File: config.mk
export PLATFORM = sky130hd
export DESIGN_NAME = rr_arbiter_mux
export DESIGN_NICKNAME = d
export VERILOG_FILES = /design/src/rtl/rr_arbiter_mux.sv
export SDC_FILE = /design/constraint.sdc
export NUM_CORES = 1
export LEC_CHECK = 0
export BUFFER_PORTS_ARGS = -buffer_cell sky130_fd_sc_hd__buf_4
export CAP_MARGIN = 10
export CORE_AREA = 3 3 51 53
export DETAILED_ROUTE_END_ITERATION = 8
export DIE_AREA = 0 0 54 56
export GPL_TIMING_DRIVEN = 0
export HOLD_SLACK_MARGIN = 0.06
export PLACE_DENSITY_LB_ADDON = 0.12
export RECOVER_POWER = 50
export SYNTH_ARGS = -nofsm -noshare
export SYNTH_HDL_FRONTEND = slang
export SYNTH_SLANG_ARGS = --single-unit
File: constraint.sdc
create_clock -name clk -period 3.5 [get_ports clk]
set_clock_uncertainty 0.05 [all_clocks]
set_input_delay 0.175 -clock clk [delete_from_list [all_inputs] [get_ports clk]]
set_output_delay 0.175 -clock clk [all_outputs]
set_load 0.01 [all_outputs]
File: src/rtl/rr_arbiter_mux.sv
// rr_arbiter_mux
// CHANNELS-input registered multiplexer with built-in arbitration.
// Each input is a valid/ready stream of WIDTH bits. The winner of arbitration
// is captured into a single output register, which drives one downstream
// valid/ready stream. mode selects round-robin (0) or fixed priority (1, ch0
// highest).
//
// Optional feature macro: ARB_LOCK_EN
//   When defined, in_last/out_last ports are added. A transfer with
//   in_last=0 locks the grant to that channel until a transfer with in_last=1.
//
// Handshake semantics (all ports): a word moves across an interface on a
// rising clk edge where valid and ready are both 1. A producer holds valid and
// data stable until that edge. ready never depends on the same interface's
// data. in_ready is one-hot or zero, and it is all-zero while reset_n is low.
//
// SEL_W must equal $clog2(CHANNELS).

module rr_arbiter_mux #(
    parameter int WIDTH    = 8,
    parameter int CHANNELS = 4,
    parameter int SEL_W    = 2
) (
    input  logic                      clk,
    input  logic                      reset_n,
    input  logic                      mode,
    input  logic [CHANNELS-1:0]       in_valid,
    input  logic [CHANNELS*WIDTH-1:0] in_data,
    output logic [CHANNELS-1:0]       in_ready,
    output logic                      out_valid,
    output logic [WIDTH-1:0]          out_data,
    output logic [SEL_W-1:0]          out_channel,
    input  logic                      out_ready
`ifdef ARB_LOCK_EN
    ,
    input  logic [CHANNELS-1:0]       in_last,
    output logic                      out_last
`endif
);

    // Round-robin search start. It points at the channel after the last
    // round-robin winner.
    logic [SEL_W-1:0]    ptr;

    // Output register may accept a new word this cycle.
    logic                load;

    // Round-robin candidate.
    logic                rr_found;
    logic [SEL_W-1:0]    rr_idx;

    // Fixed-priority candidate.
    logic                fp_found;
    logic [SEL_W-1:0]    fp_idx;

    // Final arbitration result.
    logic                sel_found;
    logic [SEL_W-1:0]    sel_idx;
    logic [CHANNELS-1:0] grant;
    logic [WIDTH-1:0]    sel_data;
    logic                transfer;
    logic [SEL_W-1:0]    ptr_inc;
    logic                ptr_advance;

`ifdef ARB_LOCK_EN
    // Lock state: the grant is held on lock_ch while locked is set.
    logic                locked;
    logic [SEL_W-1:0]    lock_ch;
`endif

    assign load = ~out_valid | out_ready;

    // Round-robin search: first valid channel at or after ptr, wrapping at CHANNELS-1.
    always_comb begin
        int c;
        rr_found = 1'b0;
        rr_idx   = '0;
        c        = 0;
        for (int k = 0; k < CHANNELS; k++) begin
            c = int'(ptr) + k;
            if (c >= CHANNELS) begin
                c = c - CHANNELS;
            end
            if (!rr_found && in_valid[c[SEL_W-1:0]]) begin
                rr_found = 1'b1;
                rr_idx   = c[SEL_W-1:0];
            end
        end
    end

    // Fixed priority: the lowest-index valid channel wins. The scan runs
    // downward, so the last hit is the lowest index.
    always_comb begin
        fp_found = 1'b0;
        fp_idx   = '0;
        for (int i = CHANNELS - 1; i >= 0; i--) begin
            if (in_valid[i]) begin
                fp_found = 1'b1;
                fp_idx   = SEL_W'(i);
            end
        end
    end

    // Choose the winner. An active lock overrides mode and all other valids.
    always_comb begin
        sel_found = 1'b0;
        sel_idx   = '0;
`ifdef ARB_LOCK_EN
        if (locked) begin
            sel_found = in_valid[lock_ch];
            sel_idx   = lock_ch;
        end else
`endif
        if (mode) begin
            sel_found = fp_found;
            sel_idx   = fp_idx;
        end else begin
            sel_found = rr_found;
            sel_idx   = rr_idx;
        end
    end

    // One-hot grant, and the data of the granted channel.
    always_comb begin
        grant = '0;
        if (sel_found) begin
            grant[sel_idx] = 1'b1;
        end
        sel_data = in_data[sel_idx*WIDTH +: WIDTH];
    end

    // Ready is gated by load. It is also gated by reset_n, so that nothing
    // is accepted while reset is held. During reset the register is empty,
    // so load alone would be 1.
    assign in_ready = grant & {CHANNELS{load & reset_n}};
    assign transfer = sel_found & load & reset_n;

    assign ptr_inc = (sel_idx == SEL_W'(CHANNELS - 1)) ? '0 : sel_idx + 1'b1;

    // Only round-robin transfers move the pointer. With locking enabled,
    // the pointer moves only on the transfer that closes a locked burst.
`ifdef ARB_LOCK_EN
    assign ptr_advance = transfer & ~mode & in_last[sel_idx];
`else
    assign ptr_advance = transfer & ~mode;
`endif

    // Round-robin pointer register.
    always_ff @(posedge clk or negedge reset_n) begin
        if (!reset_n) begin
            ptr <= '0;
        end else if (ptr_advance) begin
            ptr <= ptr_inc;
        end
    end

    // Output register. A transfer loads a new word. A load with no transfer
    // empties the register but keeps the last data and channel.
    always_ff @(posedge clk or negedge reset_n) begin
        if (!reset_n) begin
            out_valid   <= 1'b0;
            out_data    <= '0;
            out_channel <= '0;
        end else if (load) begin
            if (transfer) begin
                out_valid   <= 1'b1;
                out_data    <= sel_data;
                out_channel <= sel_idx;
            end else begin
                out_valid   <= 1'b0;
            end
        end
    end

`ifdef ARB_LOCK_EN
    // Lock tracking. A non-last transfer locks onto its channel, and a last
    // transfer releases the lock.
    always_ff @(posedge clk or negedge reset_n) begin
        if (!reset_n) begin
            locked  <= 1'b0;
            lock_ch <= '0;
        end else if (transfer) begin
            locked  <= ~in_last[sel_idx];
            lock_ch <= sel_idx;
        end
    end

    // out_last travels with out_data.
    always_ff @(posedge clk or negedge reset_n) begin
        if (!reset_n) begin
            out_last <= 1'b0;
        end else if (load && transfer) begin
            out_last <= in_last[sel_idx];
        end
    end
`endif

endmodule

==> flow_summary.json <==
{
  "status": "finished, final reports clean",
  "grt_max_degree": 15,
  "die_area_um2": 3020,
  "multi_input_area_um2": 642,
  "r2r-start": "ptr[0]$_DFFE_PN0P_",
  "cp.depth": 6,
  "dp_slack_ps": 1550,
  "first_pass_iters": 4,
  "hold_path.startpoint": "in_data[26]",
  "fin_ws_ps": 962,
  "grt_use_total": 0.196,
  "final_layout_size_suffix_gt1_frac": 0.464,
  "cts_root_buffer": "clkbuf_4",
  "relSlewSlack": 0.488,
  "busiest_layer": "met2",
  "place.port_buffers": 54,
  "drv_cap": 0,
  "vias_per_cell": 5.45,
  "arrival_ps": 2310,
  "cts_made_buffers": 3,
  "crit_type": "primary input to output pin",
  "crit_family": "buffers and inverters",
  "fin_nets": 208,
  "gp_congestion": 0.740,
  "r2r.worst_path.cells": 8,
  "postCtsHoldBufs": 1,
  "cp.required_ps": 3270,
  "finalSetupTns_ps": 0,
  "start_kind": "primary input",
  "cts.repair.resized": 0,
  "clk_pin_slew_worst_paths_ps": 80,
  "vdd_drop_max_v": 0.000218,
  "switching_power_w": 0.000273,
  "cts_tree": "done",
  "period_needed_ps": 2540,
  "combPwrFrac": 0.540,
  "cts.sinks": 13,
  "cts_setup_buffers": 0,
  "io_pins": 55,
  "start_util": 0.479,
  "overflow": 0,
  "reg2reg_slack_ps": 1590,
  "drv_slew": 0,
  "drc": 0,
  "h-tree-depth": 1,
  "switching_share": 0.400,
  "holdPathEnd": "out_data[2]$_DFFE_PN0P_",
  "antenna_found_initial": 0,
  "detail-route-antenna-nets": 0,
  "end_kind": "output pin",
  "grt.met1_usage": 0.248,
  "num_rows": 17,
  "core_area_um2": 2190,
  "power_frac_clock": 0.132,
  "hold_viol": 0,
  "power_frac_seq": 0.328,
  "syn_inst": 107,
  "synthDistinctLibCells": 32,
  "internal-power_w": 0.000409,
  "timing.rr.end": "ptr[1]$_DFFE_PN0P_",
  "syn_area_per_cell_um2": 9.81,
  "worst_path_max_delay_cell": "clkbuf_1",
  "met3_usage": 0.0349,
  "yosysSeqAreaShare": 0.310,
  "max_stage_delay_ps": 590,
  "die_h_um": 56,
  "die_x_um": 54,
  "ys_ff_latch": 13,
  "hold_path_depth": 3,
  "num_vias": 1058,
  "p_leak_nw": 0.663,
  "hp-class": "primary input to flop",
  "place_hpwl_um": 2290,
  "n_antenna_cell": 0,
  "cp.buffers_inverters": 4,
  "crit_path_start": "reset_n",
  "cp_cell_sequence": "dlygate4sd3_1 > clkbuf_1 > nand3_2 > buf_2 > nor3_1 > buf_4",
  "globalRouteMet2Util": 0.332,
  "fillers": 176,
  "fmax_ghz": 0.394,
  "synthesis.nets": 148,
  "wl_per_cell_um": 14.7,
  "finalCritPeriodShare": 0.725,
  "tightest_slew_ps": 768,
  "rsz0062_at_grt": "false",
  "synth_warnings": 0,
  "seqCellArea_um2": 325,
  "grt_pass1_vias": 1004,
  "syn2layout_area_growth_pct": 42.6,
  "clkLatencyLatePin_ps": 270,
  "grt_pass1_wl_um": 4490,
  "p_total_w": 0.000681,
  "drtIter0Drc": 8,
  "crit_fanout": 14,
  "syn_area_um2": 1050,
  "p_per_area_nw_per_um2": 455,
  "routed_wl_um": 2860,
  "cts.path.max_buffers": 2,
  "finalSetupViolations": 0
}
-- layout make-up --
cell class	count	share of cell area
Multi-Input combinational cell	83	0.429
Inverter	4	0.0117
Buffer	7	0.0435
Timing Repair Buffer	55	0.258
Clock buffer	4	0.0176
Sequential cell	13	0.217
Tap cell	28	0.0234
-- cells in the final DEF, fill, tap and decap left out, types with 2 or more instances in the layout --
master and instances:
o31ai_2 7, o21ai_0 4, nor2b_1 6, a21boi_0 14, dfrtp_1 13, inv_1 2, buf_6 2, nand2_1 13
buf_4 47, buf_2 3, nor2_1 3, clkbuf_4 3, nor3_1 3, clkbuf_1 9, a211oi_1 9, o21a_1 2
a21boi_1 2, a211oi_2 7
-- layer usage --
layer  part of all wire  vias up  routed length (um)
met2               0.48       52                1380
met3              0.083        4                 238
met1               0.42      482                1210
met5                  0        -                   0
met4              0.012        0                  34
li1                   -      520                   -
-- power groups by stage --
| stage | Sequential, W | Combinational [W] | Clock (W) |
|---|---|---|---|
| global route | 0.000227 | 0.000401 | 0.000105 |
| finish | 0.000224 | 0.000368 | 0.0000899 |
| CTS | 0.000224 | 0.000389 | 0.0000918 |
| detailed placement | 0.000226 | 0.000387 | 0 |
| floorplan | 0.000238 | 0.000220 | 0 |
| global placement | 0.000225 | 0.000375 | 0 |
-- how the worst max path moves through the flow --
stage,end,slack (ps)
global placement,in_ready[3],1550
detailed placement,in_ready[3],1550
CTS,in_ready[3],1220
finish,in_ready[1],960
global route,in_ready[1],660
floorplan,in_ready[3],1750
-- synth_stat cells --
master / instances / area share
or4_1: 1 / 0.0072
mux2_2: 1 / 0.011
buf_6: 2 / 0.021
o31ai_1: 1 / 0.0072
a211oi_1: 9 / 0.064
a211o_4: 1 / 0.017
buf_12: 1 / 0.019
o221ai_2: 1 / 0.014
nand3_2: 1 / 0.0095
a21boi_1: 2 / 0.014
a211oi_2: 7 / 0.083
inv_2: 1 / 0.0036
nand2_1: 13 / 0.046
o21ai_0: 4 / 0.019
o31a_1: 1 / 0.0083
inv_1: 2 / 0.0072
or3b_1: 1 / 0.0083
a21boi_0: 14 / 0.10
a21o_1: 1 / 0.0072
ha_1: 1 / 0.012
inv_4: 1 / 0.0060
nor2_1: 3 / 0.011
o21a_1: 2 / 0.014
buf_2: 3 / 0.014
dfrtp_1: 13 / 0.31
o31ai_2: 7 / 0.083
o21bai_1: 1 / 0.0072
nand2_4: 1 / 0.011
buf_4: 1 / 0.0072
nor3_1: 3 / 0.014
nor2b_1: 6 / 0.036
nand2b_1: 1 / 0.0060
-- registers in the layout (all words and copies together) (netlist names) --
| register | flops |
|---|---|
| out_data | 8 |
| out_channel | 2 |
| ptr | 2 |
| out_valid | 1 |
-- cells by family after synthesis --
| logic type | after synthesis | share of synthesized area |
|---|---|---|
| buf+inv | 11 | 0.0787 |
| mux | 1 | 0.0107 |
| simple gates | 30 | 0.149 |
| fa+ha+maj | 1 | 0.0119 |
| compound gates | 51 | 0.440 |
| flops | 13 | 0.310 |
-- worst reg2reg max path: stages, from the launching register on --
cell,delay (ps)
dfrtp_1,420
or3b_1,380
o221ai_2,180
nand2_4,110
inv_4,140
buf_12,150
ha_1,240
nand2_1,60
o21ai_0,70
-- per-stage QoR --
| step | hold slack (ps) | cell area [um^2] | utilization | std cells |
|---|---|---|---|---|
| floorplan | -171 | 1050 | - | 107 |
| global placement | -19.3 | 1490 | 0.680 | 189 |
| detailed placement | -14.4 | 1490 | 0.680 | 189 |
| CTS | 178 | 1530 | 0.697 | 194 |
| global route | 180 | 1500 | 0.683 | 194 |
| finish | 177 | 1500 | 0.683 | 194 |
Power figures use the tool's default switching activity.
